--- src/rtl/serial_adder.sv ---
`default_nettype none
// ============================================================================
//  Module   : serial_adder
//  Purpose  : Multi-cycle add/subtract unit. Processes DIGIT bits of two
//             WIDTH-bit operands per clock through a single DIGIT-bit
//             full-adder slice whose carry is held in a register. Operands
//             enter and the result leaves through valid/ready handshakes.
//  Ports    :
//    clk        in   rising-edge clock
//    rst_n      in   asynchronous active-low reset
//    in_valid   in   operand offer
//    in_ready   out  high while idle (operands can be accepted)
//    a, b       in   WIDTH-bit operands
//    cin        in   carry-in (borrow-in when sub=1)
//    sub        in   0: a+b+cin, 1: a-b-cin
//    out_valid  out  result available
//    out_ready  in   consumer accepts result
//    sum        out  WIDTH-bit result, modulo 2^WIDTH
//    cout       out  carry-out (1 = no borrow when subtracting)
//    ovf        out  two's-complement signed overflow
//  Revision : 1.0  initial release
// ============================================================================
module serial_adder #(
  parameter int WIDTH = 16,
  parameter int DIGIT = 1
) (
  input  logic             clk,
  input  logic             rst_n,
  input  logic             in_valid,
  output logic             in_ready,
  input  logic [WIDTH-1:0] a,
  input  logic [WIDTH-1:0] b,
  input  logic             cin,
  input  logic             sub,
  output logic             out_valid,
  input  logic             out_ready,
  output logic [WIDTH-1:0] sum,
  output logic             cout,
  output logic             ovf
);

  // Guarded divisor keeps elaboration sane long enough for the check below
  // to report an illegal DIGIT instead of a divide-by-zero.
  localparam int C_DIV   = (DIGIT < 1) ? 1 : DIGIT;
  localparam int STEPS   = WIDTH / C_DIV;
  localparam int C_CNT_W = $clog2(STEPS) + 1;
  localparam logic [C_CNT_W-1:0] C_LAST = C_CNT_W'(STEPS - 1);

  if ((WIDTH < 2) || (DIGIT < 1) || ((WIDTH % C_DIV) != 0)) begin : g_bad_params
    $error("serial_adder: WIDTH must be >= 2 and DIGIT >= 1 must divide WIDTH");
  end

  typedef enum logic [1:0] {
    IDLE = 2'd0,
    RUN  = 2'd1,
    DONE = 2'd2
  } state_t;

  state_t              r_state;
  state_t              w_state_next;
  logic [C_CNT_W-1:0]  r_cnt;
  logic [WIDTH-1:0]    r_a;
  logic [WIDTH-1:0]    r_b;       // already inverted when subtracting
  logic [WIDTH-1:0]    r_res;
  logic                r_carry;
  logic                r_sign_a;
  logic                r_sign_b;
  logic                r_ovf;

  logic [WIDTH-1:0]    w_b_eff;
  logic [DIGIT:0]      w_slice;   // {carry-out, digit sum}
  logic [DIGIT-1:0]    w_s;
  logic [WIDTH-1:0]    w_res_next;
  logic                w_last;

  // Subtraction is A + ~B + 1; a borrow-in removes the +1, hence cin ^ sub.
  assign w_b_eff = sub ? ~b : b;

  // The one shared full-adder slice.
  assign w_slice = {1'b0, r_a[DIGIT-1:0]}
                 + {1'b0, r_b[DIGIT-1:0]}
                 + {{DIGIT{1'b0}}, r_carry};
  assign w_s     = w_slice[DIGIT-1:0];
  assign w_last  = (r_cnt == C_LAST);

  // New digits enter at the top so that after STEPS shifts the least
  // significant digit has arrived at bit 0.
  if (DIGIT == WIDTH) begin : g_single_step
    assign w_res_next = w_s;
  end else begin : g_shift_step
    assign w_res_next = {w_s, r_res[WIDTH-1:DIGIT]};
  end

  // --------------------------------------------------------------------------
  // State register
  // --------------------------------------------------------------------------
  always_ff @(posedge clk or negedge rst_n) begin
    if (!rst_n) begin
      r_state <= IDLE;
    end else begin
      r_state <= w_state_next;
    end
  end

  // --------------------------------------------------------------------------
  // Next-state logic
  // --------------------------------------------------------------------------
  always_comb begin
    w_state_next = r_state;
    case (r_state)
      IDLE:    if (in_valid)  w_state_next = RUN;
      RUN:     if (w_last)    w_state_next = DONE;
      DONE:    if (out_ready) w_state_next = IDLE;
      default:                w_state_next = IDLE;
    endcase
  end

  // --------------------------------------------------------------------------
  // Datapath
  // --------------------------------------------------------------------------
  always_ff @(posedge clk or negedge rst_n) begin
    if (!rst_n) begin
      r_cnt    <= '0;
      r_a      <= '0;
      r_b      <= '0;
      r_res    <= '0;
      r_carry  <= 1'b0;
      r_sign_a <= 1'b0;
      r_sign_b <= 1'b0;
      r_ovf    <= 1'b0;
    end else begin
      case (r_state)
        IDLE: begin
          if (in_valid) begin
            r_a      <= a;
            r_b      <= w_b_eff;
            r_carry  <= cin ^ sub;
            r_sign_a <= a[WIDTH-1];
            r_sign_b <= w_b_eff[WIDTH-1];
            r_cnt    <= '0;
          end
        end
        RUN: begin
          r_carry <= w_slice[DIGIT];
          r_a     <= r_a >> DIGIT;
          r_b     <= r_b >> DIGIT;
          r_res   <= w_res_next;
          r_cnt   <= r_cnt + C_CNT_W'(1);
          // On the final step the top digit's MSB is the result sign, so the
          // overflow flag can be registered together with the result.
          if (w_last) begin
            r_ovf <= (r_sign_a == r_sign_b) && (w_s[DIGIT-1] != r_sign_a);
          end
        end
        default: begin
          // DONE: hold everything until the consumer takes the result.
        end
      endcase
    end
  end

  assign in_ready  = (r_state == IDLE);
  assign out_valid = (r_state == DONE);
  assign sum       = r_res;
  assign cout      = r_carry;
  assign ovf       = r_ovf;

endmodule
`default_nettype wire

--- config.mk ---
export PLATFORM = sky130hd
export DESIGN_NAME = serial_adder
export DESIGN_NICKNAME = d
export VERILOG_FILES = /design/src/rtl/serial_adder.sv
export SDC_FILE = /design/constraint.sdc
export NUM_CORES = 1
export LEC_CHECK = 0
export ABC_AREA = 1
export CORE_ASPECT_RATIO = 0.5
export CORE_MARGIN = 2
export CORE_UTILIZATION = 30
export DETAILED_ROUTE_END_ITERATION = 8
export PLACE_DENSITY_LB_ADDON = 0.15
export SETUP_SLACK_MARGIN = 0.02
export SYNTH_ARGS = -nofsm -noshare
export SYNTH_HDL_FRONTEND = slang
export SYNTH_SLANG_ARGS = --single-unit
--- constraint.sdc ---
create_clock -name clk -period 1.17 [get_ports clk]
set_input_delay 0.117 -clock clk [delete_from_list [all_inputs] [get_ports clk]]
set_output_delay 0.117 -clock clk [all_outputs]
set_load 0.005 [all_outputs]
==> results.cfg <==
[outcome]
status = finished with violations
violations = negative setup slack

[final_layout]
num-nets-final = 492
final_cell_count_no_fill = 573
antenna-diode-count = 0
layout.filler_cells = 800
area_growth_syn_to_layout_pct = 70.70
drive_gt1_share_pct = 36.84

[pwr]
switching_power_summed_over_all_nets_mw = 4.825
p_int_mw = 8.183
power.static_leakage_nw = 2.546
power.combinational.fraction_pct = 49.9
clkPwrFrac_pct = 22.1
swShare_pct = 37.09
seq_power_share_pct = 28.0
power.density_nw_per_um2 = 2708
max-vdd-ir-drop_mv = 1.216

[sta]
final.setup.worst_slack_ps = -249.5
max_freq_mhz = 704.5
timing_max_transition_violations_final = 0
final_min_period_over_clock_period_pct = 121.3
hold_viol = 0
setup_repair_after_global_routing_missed_its_margin = yes
max_slew.worst_pin.slew_ps = 392.8
final-setup-viol-count = 49
finalWorstPathRequiredPeriod_ps = 1419
max_slew_margin_vs_limit_pct = 73.82
timing.clock.skew_ps = 6.360

[setup_path]
timing.critical_path.arrival_ps = 1700
worstPathMaxFanout = 2
crit_type = reg2reg
setup.worst_path.start_class = register
r2r_end = ovf$_DFFE_PN0P_
element_type_at_the_critical_path_end = register
required_ps = 1450
reg2reg_slack_ps = -250
startpoint_of_the_worst_slack_reg_to_reg_timing_path = cout$_DFFE_PN0P_
reg2regPathDepth = 6

[yosys]
post_synthesis_simple_gate_area_fraction_pct = 28.46
synth_async_sr_flop_share_pct = 100.0
synth_commonest_cells = sky130_fd_sc_hd__nand2_1 (176), sky130_fd_sc_hd__dfrtp_1 (59), sky130_fd_sc_hd__nand3_1 (22)
synth_compound_area_share_pct = 5.113
synthAdderAreaFrac_pct = 1.601
synth-edff-count = 0
synth_top_family_by_area = simple AND/OR/NAND/NOR gates
mean_instance_size_in_the_synthesized_netlist_um2 = 8.156
netlist_top_cells_area = sky130_fd_sc_hd__dfrtp_1 (52%), sky130_fd_sc_hd__nand2_1 (23%), sky130_fd_sc_hd__xor2_1 (5.0%)
synthFlopType = sky130_fd_sc_hd__dfrtp_1
synthMuxAreaShare_pct = 0
postSynthCellCount = 345
synth_fp_nets = 386
synth_top_area_cell = sky130_fd_sc_hd__dfrtp_1
register_area_share_after_synthesis_pct = 52.47
ys_seq_elements = 59
synthMostInstantiatedCell = sky130_fd_sc_hd__nand2_1
yosys.area.top_type_share_pct = 52.47
syn_area_um2 = 2814
yosysWarnings = 0
synth_cell_type_count = 21
synth_area_in_xor_xnor_pct = 4.980

[floorplan]
floorplan.die.height_um = 72.49
core-area_um2 = 8919
die_w_um = 141.0
std_cell_rows = 24
boundaryPins = 58
area_of_the_die_um2 = 10220
initial_cell_density_of_the_core_pct = 31.55

[global_route]
track_usage_pct = 14.82
via_count_of_the_first_global_routing_pass = 2555
global_route_wire_length_before_repair_mm = 11.76
antenna_found_initial = 0
grt_start_max_net_pins = 31
globalRouteOverflowTotal = 0

[hold_path]
hold_path_class = in2async

[placed_design]
post-place-cells = 523
io_buffer_count = 57
finalWeightedCongestion = 0.7259
dp_hpwl_mm = 4.279
place_ws_ps = -187.3

[cts]
cts_tree = built
clock_latency_ps = 340
cts_max_level = 3
clock_path_buffers = 2
cts_buffers = 9
clkSinkCount = 59
cts-root-buf = sky130_fd_sc_hd__clkbuf_16
clock_transition_at_the_register_clock_pins_on_the_worst_setup_and_hold_paths_after_cts_ps = 50

[drt]
route.vias.total = 2564
top_layer = met4
wl_mm = 7.568
routedWlPerCell_um = 13.21
detailroute.wirelength.met3_um = 337
first_iter_violations = 112
met2RoutedLength_mm = 3.754
detail_route.vias_per_cell = 4.475
drc = 0
drt_pre_antenna_iters = 4
route.antenna.remaining_nets = 0
drt-met1-wl_mm = 3.378

[run]
drv.max_cap_violation_count = 0
flip-flops by register name (all words and copies together) (netlist names):
| signal | flops |
|---|---|
| r_a | 16 |
| r_b | 16 |
| sum | 16 |
| r_cnt | 5 |
| r_state | 2 |
| cout | 1 |
| ovf | 1 |
| r_sign_a | 1 |
| r_sign_b | 1 |
layout by cell type, fill, tap and decap left out, drive strengths merged, types with 2 or more instances in the layout:
cell	instances
nand2	177
dfrtp	59
buf	53
clkdlybuf4s50	36
o21ai	23
nand3	22
inv	22
dlygate4sd2	17
xor2	16
clkbuf	14
nor2	4
clkinv	3
ha	2
bufinv	2
cells by family (layout without fill, tap and decap cells):
kind of cell | Yosys count | count (layout)
buf+inv | 38 | 149
simple gates | 204 | 204
fa+ha+maj | 3 | 3
xor+xnor | 16 | 16
flops | 59 | 59
compound gates | 25 | 25
critical path, stage by stage, from the launching register on:
cell                      delay (ps)
sky130_fd_sc_hd__dfrtp_1         390
sky130_fd_sc_hd__buf_6           120
sky130_fd_sc_hd__fa_1            530
sky130_fd_sc_hd__nand3_1         130
sky130_fd_sc_hd__nand2_2          90
sky130_fd_sc_hd__nand3_2          50
sky130_fd_sc_hd__nand2_1          60
what timing repair did:
item,in CTS,in global routing
cloned,3,2
hold buffers,1,0
buffers inserted,20,9
endpoints found under the setup margin,68,58
gates resized for setup,115,86
hold endpoints to repair,14,0
pin swaps,41,9
worst max-delay path by stage:
| stage | from | to | slack [ps] | cells after the start |
|---|---|---|---|---|
| global route | cout$_DFFE_PN0P_ | ovf$_DFFE_PN0P_ | -300 | 6 |
| CTS | cout$_DFFE_PN0P_ | ovf$_DFFE_PN0P_ | -190 | 7 |
| floorplan | r_b[0]$_DFFE_PN0P_ | ovf$_DFFE_PN0P_ | -110 | 6 |
| finish | cout$_DFFE_PN0P_ | ovf$_DFFE_PN0P_ | -250 | 6 |
| detailed placement | in_valid | r_a[2]$_DFFE_PN0P_ | -190 | 5 |
| global placement | r_b[0]$_DFFE_PN0P_ | ovf$_DFFE_PN0P_ | -140 | 6 |
power groups by stage:
| stage | clock (mW) | sequential (mW) | combinational [mW] |
|---|---|---|---|
| finish | 2.88 | 3.64 | 6.49 |
| detailed placement | 0 | 3.53 | 3.91 |
| global route | 3.05 | 3.76 | 7.12 |
| global placement | 0 | 3.51 | 3.80 |
| floorplan | 0 | 3.47 | 2.46 |
| CTS | 2.94 | 3.52 | 5.11 |
routing by layer:
metal  vias to the layer above  global-route usage, %
met4                         0                  6.000
met1                      1224                  17.87
met3                        10                  5.479
met2                        47                  24.50
li1                       1283                      -
met5                         -                      0
layout make-up:
cell class / instances / area, µm² / area share [%]
clock buffer: 12 / 256.5 / 5.340
clock inverter: 4 / 72.57 / 1.511
inverter: 22 / 107.6 / 2.240
multi-input combinational: 248 / 1567 / 32.61
sequential: 59 / 1478 / 30.76
tap: 117 / 146.4 / 3.048
timing repair buffer: 109 / 1149 / 23.91
timing repair inverter: 2 / 27.53 / 0.5731
metrics by stage:
step           power, mW  TNS (ps)  instance area [µm²]  utilization (%)  hold slack [ps]
2_1_floorplan      5.925    -124.5                 2816                -           -178.6
3_3_place_gp       7.305     -4624                 3591            40.26            52.42
3_5_place_dp       7.447     -6063                 3591            40.26            57.82
4_1_cts            11.57     -3180                 4398            49.31            244.0
5_1_grt            13.92     -5662                 4803            53.86            269.6
6_report           13.01     -3397                 4803            53.86            241.2
Power figures use the tool's default switching activity.
